`config.mk`:
```
export PLATFORM = sky130hd
export DESIGN_NAME = ddr2_init_seq
export DESIGN_NICKNAME = d
export VERILOG_FILES = /design/src/rtl/ddr2_init_seq.sv
export SDC_FILE = /design/constraint.sdc
export NUM_CORES = 1
export LEC_CHECK = 0
export ABC_AREA = 1
export BUFFER_PORTS_ARGS = -buffer_cell sky130_fd_sc_hd__buf_4
export CAP_MARGIN = 10
export CELL_PAD_IN_SITES_DETAIL_PLACEMENT = 0
export CELL_PAD_IN_SITES_GLOBAL_PLACEMENT = 2
export CORE_UTILIZATION = 35
export CTS_CLUSTER_DIAMETER = 200
export CTS_CLUSTER_SIZE = 10
export DETAILED_ROUTE_END_ITERATION = 7
export PLACE_DENSITY = 0.88
export SLEW_MARGIN = 20
export SYNTH_ARGS = -nofsm -noshare
export SYNTH_HDL_FRONTEND = slang
export SYNTH_SLANG_ARGS = --single-unit
```
`constraint.sdc`:
```
create_clock -name clk -period 2.9 [get_ports clk]
set_input_delay 0.145 -clock clk [delete_from_list [all_inputs] [get_ports clk]]
set_output_delay 0.145 -clock clk [all_outputs]
set_load 0.02 [all_outputs]
```
`src/rtl/ddr2_init_seq.sv`:
```
// DDR2 power-up initialisation sequencer: explicit FSM with one shared gap counter and a DLL-lock counter.
// Optional OCD default/exit EMR1 writes are included when DDR2_OCD_EN is defined.
module ddr2_init_seq #(
  parameter int BA_BITS   = 3,
  parameter int ADDR_BITS = 13,
  parameter int T_PWR_CYC = 60000,
  parameter int T_CKE_CYC = 100,
  parameter int T_RP_CYC  = 4,
  parameter int T_MRD_CYC = 2,
  parameter int T_RFC_CYC = 26,
  parameter int N_AREF    = 2,
  parameter int T_DLL_CYC = 200
) (
  input  logic                 clk,
  input  logic                 rst_n,
  input  logic [ADDR_BITS-1:0] mr_val,
  input  logic [ADDR_BITS-1:0] emr1_val,
  input  logic [ADDR_BITS-1:0] emr2_val,
  input  logic [ADDR_BITS-1:0] emr3_val,
  input  logic                 reinit_req,
  output logic                 init_cke,
  output logic [3:0]           init_cmd,
  output logic [BA_BITS-1:0]   init_ba,
  output logic [ADDR_BITS-1:0] init_addr,
  output logic                 ddr2_odt,
  output logic                 init_busy,
  output logic                 init_end
);

  localparam logic [3:0] CMD_NOP  = 4'b0111;
  localparam logic [3:0] CMD_PRE  = 4'b0010;
  localparam logic [3:0] CMD_AREF = 4'b0001;
  localparam logic [3:0] CMD_LM   = 4'b0000;

  localparam int CW = $clog2(T_PWR_CYC + T_CKE_CYC + T_RP_CYC + T_MRD_CYC + T_RFC_CYC + 1);
  localparam int DW = $clog2(T_DLL_CYC + 2);
  localparam int AW = $clog2(N_AREF + 1);

  localparam logic [ADDR_BITS-1:0] ADDR_A10 = ADDR_BITS'(1024);

  typedef enum logic [3:0] {
    S_WAIT_PWR, S_WAIT_CKE, S_PRE1, S_EMR2, S_EMR3, S_EMR1_DLL, S_MR_DLLRST, S_PRE2,
    S_AREF, S_MR_FINAL, S_EMR1_OCD_DEF, S_EMR1_OCD_EXIT, S_EMR1_FINAL, S_WAIT_DLL, S_DONE
  } state_t;

  state_t                state, state_nxt;
  logic [CW-1:0]         cnt, cnt_nxt;
  logic [DW-1:0]         dll_cnt, dll_nxt;
  logic [AW-1:0]         aref_cnt, aref_nxt;
  logic                  cke_nxt, end_nxt, busy_nxt, capture;
  logic [3:0]            cmd_nxt;
  logic [BA_BITS-1:0]    ba_nxt;
  logic [ADDR_BITS-1:0]  addr_nxt;
  logic [ADDR_BITS-1:0]  mr_q, emr1_q, emr2_q, emr3_q;

  // A command issued now is followed by the next one exactly t cycles later.
  function automatic logic [CW-1:0] gap(input int t);
    return CW'(t - 1);
  endfunction

  function automatic logic [ADDR_BITS-1:0] mr_word(input logic [ADDR_BITS-1:0] v, input logic dll_rst);
    logic [ADDR_BITS-1:0] r;
    r    = v;
    r[8] = dll_rst;
    return r;
  endfunction

  // DLL stays enabled (A0=0); A9:A7 selects OCD default (111) or exit (000).
  function automatic logic [ADDR_BITS-1:0] emr1_word(input logic [ADDR_BITS-1:0] v, input logic ocd_def);
    logic [ADDR_BITS-1:0] r;
    r      = v;
    r[0]   = 1'b0;
    r[9:7] = ocd_def ? 3'b111 : 3'b000;
    return r;
  endfunction

  assign ddr2_odt = 1'b0;

  always_comb begin
    state_nxt = state;
    cnt_nxt   = cnt;
    aref_nxt  = aref_cnt;
    dll_nxt   = (dll_cnt == DW'(T_DLL_CYC)) ? dll_cnt : dll_cnt + 1'b1;
    cke_nxt   = init_cke;
    cmd_nxt   = CMD_NOP;
    ba_nxt    = init_ba;
    addr_nxt  = init_addr;
    end_nxt   = init_end;
    busy_nxt  = init_busy;
    capture   = 1'b0;
    if (state == S_DONE) begin
      if (reinit_req) begin
        state_nxt = S_PRE1;
        cnt_nxt   = '0;
        end_nxt   = 1'b0;
        busy_nxt  = 1'b1;
        capture   = 1'b1;
      end
    end else if (cnt != '0) begin
      cnt_nxt = cnt - 1'b1;
    end else begin
      case (state)
        S_WAIT_PWR: begin
          cke_nxt = 1'b1; capture = 1'b1; cnt_nxt = gap(T_CKE_CYC); state_nxt = S_WAIT_CKE;
        end
        // The CKE wait is the gap in front of the first precharge.
        S_WAIT_CKE, S_PRE1: begin
          cmd_nxt = CMD_PRE; ba_nxt = '0; addr_nxt = ADDR_A10;
          cnt_nxt = gap(T_RP_CYC); state_nxt = S_EMR2;
        end
        S_EMR2: begin
          cmd_nxt = CMD_LM; ba_nxt = BA_BITS'(2); addr_nxt = emr2_q;
          cnt_nxt = gap(T_MRD_CYC); state_nxt = S_EMR3;
        end
        S_EMR3: begin
          cmd_nxt = CMD_LM; ba_nxt = BA_BITS'(3); addr_nxt = emr3_q;
          cnt_nxt = gap(T_MRD_CYC); state_nxt = S_EMR1_DLL;
        end
        S_EMR1_DLL: begin
          cmd_nxt = CMD_LM; ba_nxt = BA_BITS'(1); addr_nxt = emr1_word(emr1_q, 1'b0);
          cnt_nxt = gap(T_MRD_CYC); state_nxt = S_MR_DLLRST;
        end
        S_MR_DLLRST: begin
          cmd_nxt = CMD_LM; ba_nxt = '0; addr_nxt = mr_word(mr_q, 1'b1);
          cnt_nxt = gap(T_MRD_CYC); dll_nxt = '0; state_nxt = S_PRE2;
        end
        S_PRE2: begin
          cmd_nxt = CMD_PRE; ba_nxt = '0; addr_nxt = ADDR_A10;
          cnt_nxt = gap(T_RP_CYC); aref_nxt = '0; state_nxt = S_AREF;
        end
        S_AREF: begin
          cmd_nxt = CMD_AREF; cnt_nxt = gap(T_RFC_CYC);
          if (aref_cnt == AW'(N_AREF - 1)) state_nxt = S_MR_FINAL;
          else aref_nxt = aref_cnt + 1'b1;
        end
        S_MR_FINAL: begin
          cmd_nxt = CMD_LM; ba_nxt = '0; addr_nxt = mr_word(mr_q, 1'b0);
          cnt_nxt = gap(T_MRD_CYC);
`ifdef DDR2_OCD_EN
          state_nxt = S_EMR1_OCD_DEF;
`else
          state_nxt = S_EMR1_FINAL;
`endif
        end
        S_EMR1_OCD_DEF: begin
          cmd_nxt = CMD_LM; ba_nxt = BA_BITS'(1); addr_nxt = emr1_word(emr1_q, 1'b1);
          cnt_nxt = gap(T_MRD_CYC); state_nxt = S_EMR1_OCD_EXIT;
        end
        S_EMR1_OCD_EXIT: begin
          cmd_nxt = CMD_LM; ba_nxt = BA_BITS'(1); addr_nxt = emr1_word(emr1_q, 1'b0);
          cnt_nxt = gap(T_MRD_CYC); state_nxt = S_EMR1_FINAL;
        end
        S_EMR1_FINAL: begin
          cmd_nxt = CMD_LM; ba_nxt = BA_BITS'(1); addr_nxt = emr1_word(emr1_q, 1'b0);
          cnt_nxt = gap(T_MRD_CYC); state_nxt = S_WAIT_DLL;
        end
        S_WAIT_DLL: begin
          if (dll_cnt == DW'(T_DLL_CYC)) begin
            state_nxt = S_DONE; end_nxt = 1'b1; busy_nxt = 1'b0;
          end
        end
        default: state_nxt = S_WAIT_PWR;
      endcase
    end
  end

  always_ff @(posedge clk or negedge rst_n) begin
    if (!rst_n) begin
      state     <= S_WAIT_PWR;
      cnt       <= gap(T_PWR_CYC);
      dll_cnt   <= '0;
      aref_cnt  <= '0;
      init_cke  <= 1'b0;
      init_cmd  <= CMD_NOP;
      init_ba   <= '0;
      init_addr <= '0;
      init_end  <= 1'b0;
      init_busy <= 1'b1;
      mr_q      <= '0;
      emr1_q    <= '0;
      emr2_q    <= '0;
      emr3_q    <= '0;
    end else begin
      state     <= state_nxt;
      cnt       <= cnt_nxt;
      dll_cnt   <= dll_nxt;
      aref_cnt  <= aref_nxt;
      init_cke  <= cke_nxt;
      init_cmd  <= cmd_nxt;
      init_ba   <= ba_nxt;
      init_addr <= addr_nxt;
      init_end  <= end_nxt;
      init_busy <= busy_nxt;
      if (capture) begin
        mr_q   <= mr_val;
        emr1_q <= emr1_val;
        emr2_q <= emr2_val;
        emr3_q <= emr3_val;
      end
    end
  end

endmodule

```
==> results.ini <==
[outcome]
status=finished clean

[global_routing]
gr-total-overflow=0
grt_max_degree=50
grt_pass1_vias=4563
grt_pass1_wl_um=22300
grt_usage_pct=19.4
antenna_found_initial=0

[clock_tree]
clk_latency_ns=0.35
cts_buffer_depth=2
cts_htree_levels=3
cts.clk_slew.worst_paths_ns=0.07
cts_root_buf=clkbuf_16
cts_tree=done
clock_sinks=98
cts_buffers=9
ctsResizeCount=0

[cells_and_area]
syn_to_final_growth_pct=26.4
most-common-layout-cells=nand2_1 (228), dfrtp_1 (83), buf_4 (77)
final_common_cell=nand2_1
antenna_cells=0
drive_above_1_share_pct=18.3
n_fill_cell=1401
final_nets=814
final_core_util_pct=45.4

[worst_setup_path]
reg2reg_from=cnt[0]
cp-end-kind=flip-flop
r2r-end=cnt[12]
crit_fanout=17
worst-setup-path-type=flip-flop to flip-flop
cp.arrival_ns=2.36
startpoint_type=flip-flop
crit_required_ns=3.12
regToRegSetupSlack_ns=0.76
ff2ff_path_depth=10

[yosys]
yosys_warnings=0
ys_types=34
ys.flop_type=dfrtp_1
async_flop_share_pct=100
synth_top_area_cell=dfrtp_1
synthTopCellsByArea=dfrtp_1 (41%), nand2_1 (17%), dfstp_2 (7.9%)
synth_area_um2=5010
ys_ff_latch=98
synth-edff-count=0
yosysTopAreaCellShare_pct=41.5
syn_inst=653
yosysSeqAreaShare_pct=49.3
syn_avg_cell_area_um2=7.67

[power_and_ir_drop]
seqPwrFrac_pct=51.4
p_sw_uw=627
clkPwrFrac_pct=42.6
pwr_density_cell_nw_per_um2=435
p_sw_share_pct=22.8
intPower_uw=2130
max-vdd-ir-drop_v=0.000249
leakage_uw=0.00321
comb_power_share_pct=6.0

[timing]
tns_ns=0
relSlewSlack_pct=51.9
worstMarginPinSlew_ns=0.719
finalHoldViolCount=0
min_period_ns=2.14
grt_setup_unrepaired=false
fmax_mhz=467
fin_crit_sh_pct=73.8
drv_slew=0
setup_viol=0
skew_ns=0.0119

[worst_hold_path]
worstHoldPathCells=3
hold_path_end=mr_q[10]
worstHoldStart=mr_val[10]
hold_class=input pin to flip-flop

[floorplan]
start_util_pct=35.9
io_pins=79
die_x_um=122
die_y_um=122
coreArea_um2=13900
die-area_um2=14800
fp-row-count=43

[detailed_routing]
drt_iter0_markers=246
wl_per_cell_um=14.0
drc=0
drt_wl_total_um=13200
antenna_left=0
vias_per_cell=4.73
vias=4442
dr.pass1.iters=4

[place]
hpwl_um=9100
portBuffers=70
globalplace.congestion=0.835

[flow_run]
max_cap_violations=0

-- layout make-up --
cell class	count	area, um2	area share (%)
repair buffers	113	948	15.0
clock buffers	11	253	3.99
clock inverters	5	38.8	0.613
flip-flops and latches	98	2470	39.0
inverters	59	221	3.50
multi-input cells	473	2170	34.3
well taps	180	225	3.56
-- sequential cells by signal, indices dropped and copies added, names as in the netlist --
register,count
emr1_q,9
init_cmd,3
emr2_q,13
cnt,16
state,4
aref_cnt,2
init_end,1
mr_q,12
dll_cnt,8
emr3_q,13
init_busy,1
init_ba,2
init_addr,13
init_cke,1
-- what timing repair did --
action	CTS	global route
hold endpoints to repair	80	0
setup buffers	0	0
hold buffers	35	0
-- power by group through the flow --
stage                     logic [uW]  clock network (uW)  registers [uW]
after global placement           128                   0            1440
after detailed placement         130                   0            1440
final                            164                1170            1420
after CTS                        167                1210            1420
after floorplan                 42.8                   0            1440
after global routing             187                1260            1420
-- layer usage --
| layer | share of wire [%] | wire (um) | global-route usage, % | vias to the layer above |
|---|---|---|---|---|
| li1 | - | - | - | 2273 |
| met1 | 47 | 6160 | 24.6 | 2082 |
| met2 | 49 | 6420 | 33.4 | 76 |
| met3 | 3.0 | 393 | 3.09 | 11 |
| met4 | 1.4 | 183 | 6.79 | 0 |
| met5 | 0 | 0 | 0 | - |
-- cells by family after synthesis --
kind of cell | Yosys count | synth area share [%]
AND/OR/NAND/NOR | 396 | 33.4
flip-flops | 98 | 49.3
buffers and inverters | 84 | 7.42
AO/OA/AOI/OAI | 54 | 5.85
XOR/XNOR | 15 | 2.62
adder cells (fa/ha/maj) | 5 | 1.25
other | 1 | 0.0749
-- metrics by stage --
step | area [um2] | total power [uW] | setup WS, ns | hold WS (ns) | std cells
after detailed placement | 5690 | 1570 | 0.729 | 0.212 | 888
after floorplan | 5020 | 1480 | 1.25 | -0.151 | 655
after CTS | 6330 | 2790 | 0.726 | 0.0000338 | 939
final | 6330 | 2750 | 0.758 | 0.00638 | 939
after global routing | 6330 | 2860 | 0.536 | 0.0107 | 939
after global placement | 5690 | 1570 | 0.802 | 0.202 | 888
-- cells in the mapped netlist, types with 4 or more instances --
library cell,count
nand2_1,228
dfrtp_1,83
nor2_1,69
nand3_1,56
inv_1,50
o21ai_0,23
nand4_1,16
dfstp_2,15
xor2_1,13
buf_2,12
o21ai_1,11
a21oi_1,9
inv_2,9
nor2_2,8
buf_4,7
nand2_2,6
ha_1,5
o22ai_1,5
or2_2,4
-- worst max-delay path, stage by stage (launching register included) --
cell	delay [ns]
dfstp_2	0.53
inv_1	0.08
ha_1	0.24
nand3_1	0.09
nor2_1	0.06
nand2_1	0.13
nand2_2	0.20
nand2_2	0.36
inv_1	0.17
nand2_1	0.08
o21ai_0	0.08
-- worst max-delay path by stage --
stage	from	slack (ns)	end	depth (start not counted)
floorplan	cnt[0]	1.25	emr3_q[12]	12
global placement	cnt[0]	0.80	cnt[12]	10
detailed placement	cnt[0]	0.73	cnt[12]	10
CTS	cnt[0]	0.73	cnt[12]	10
global route	cnt[0]	0.54	cnt[12]	10
finish	cnt[0]	0.76	cnt[12]	10
No activity file was read; power rests on OpenSTA's default activity.
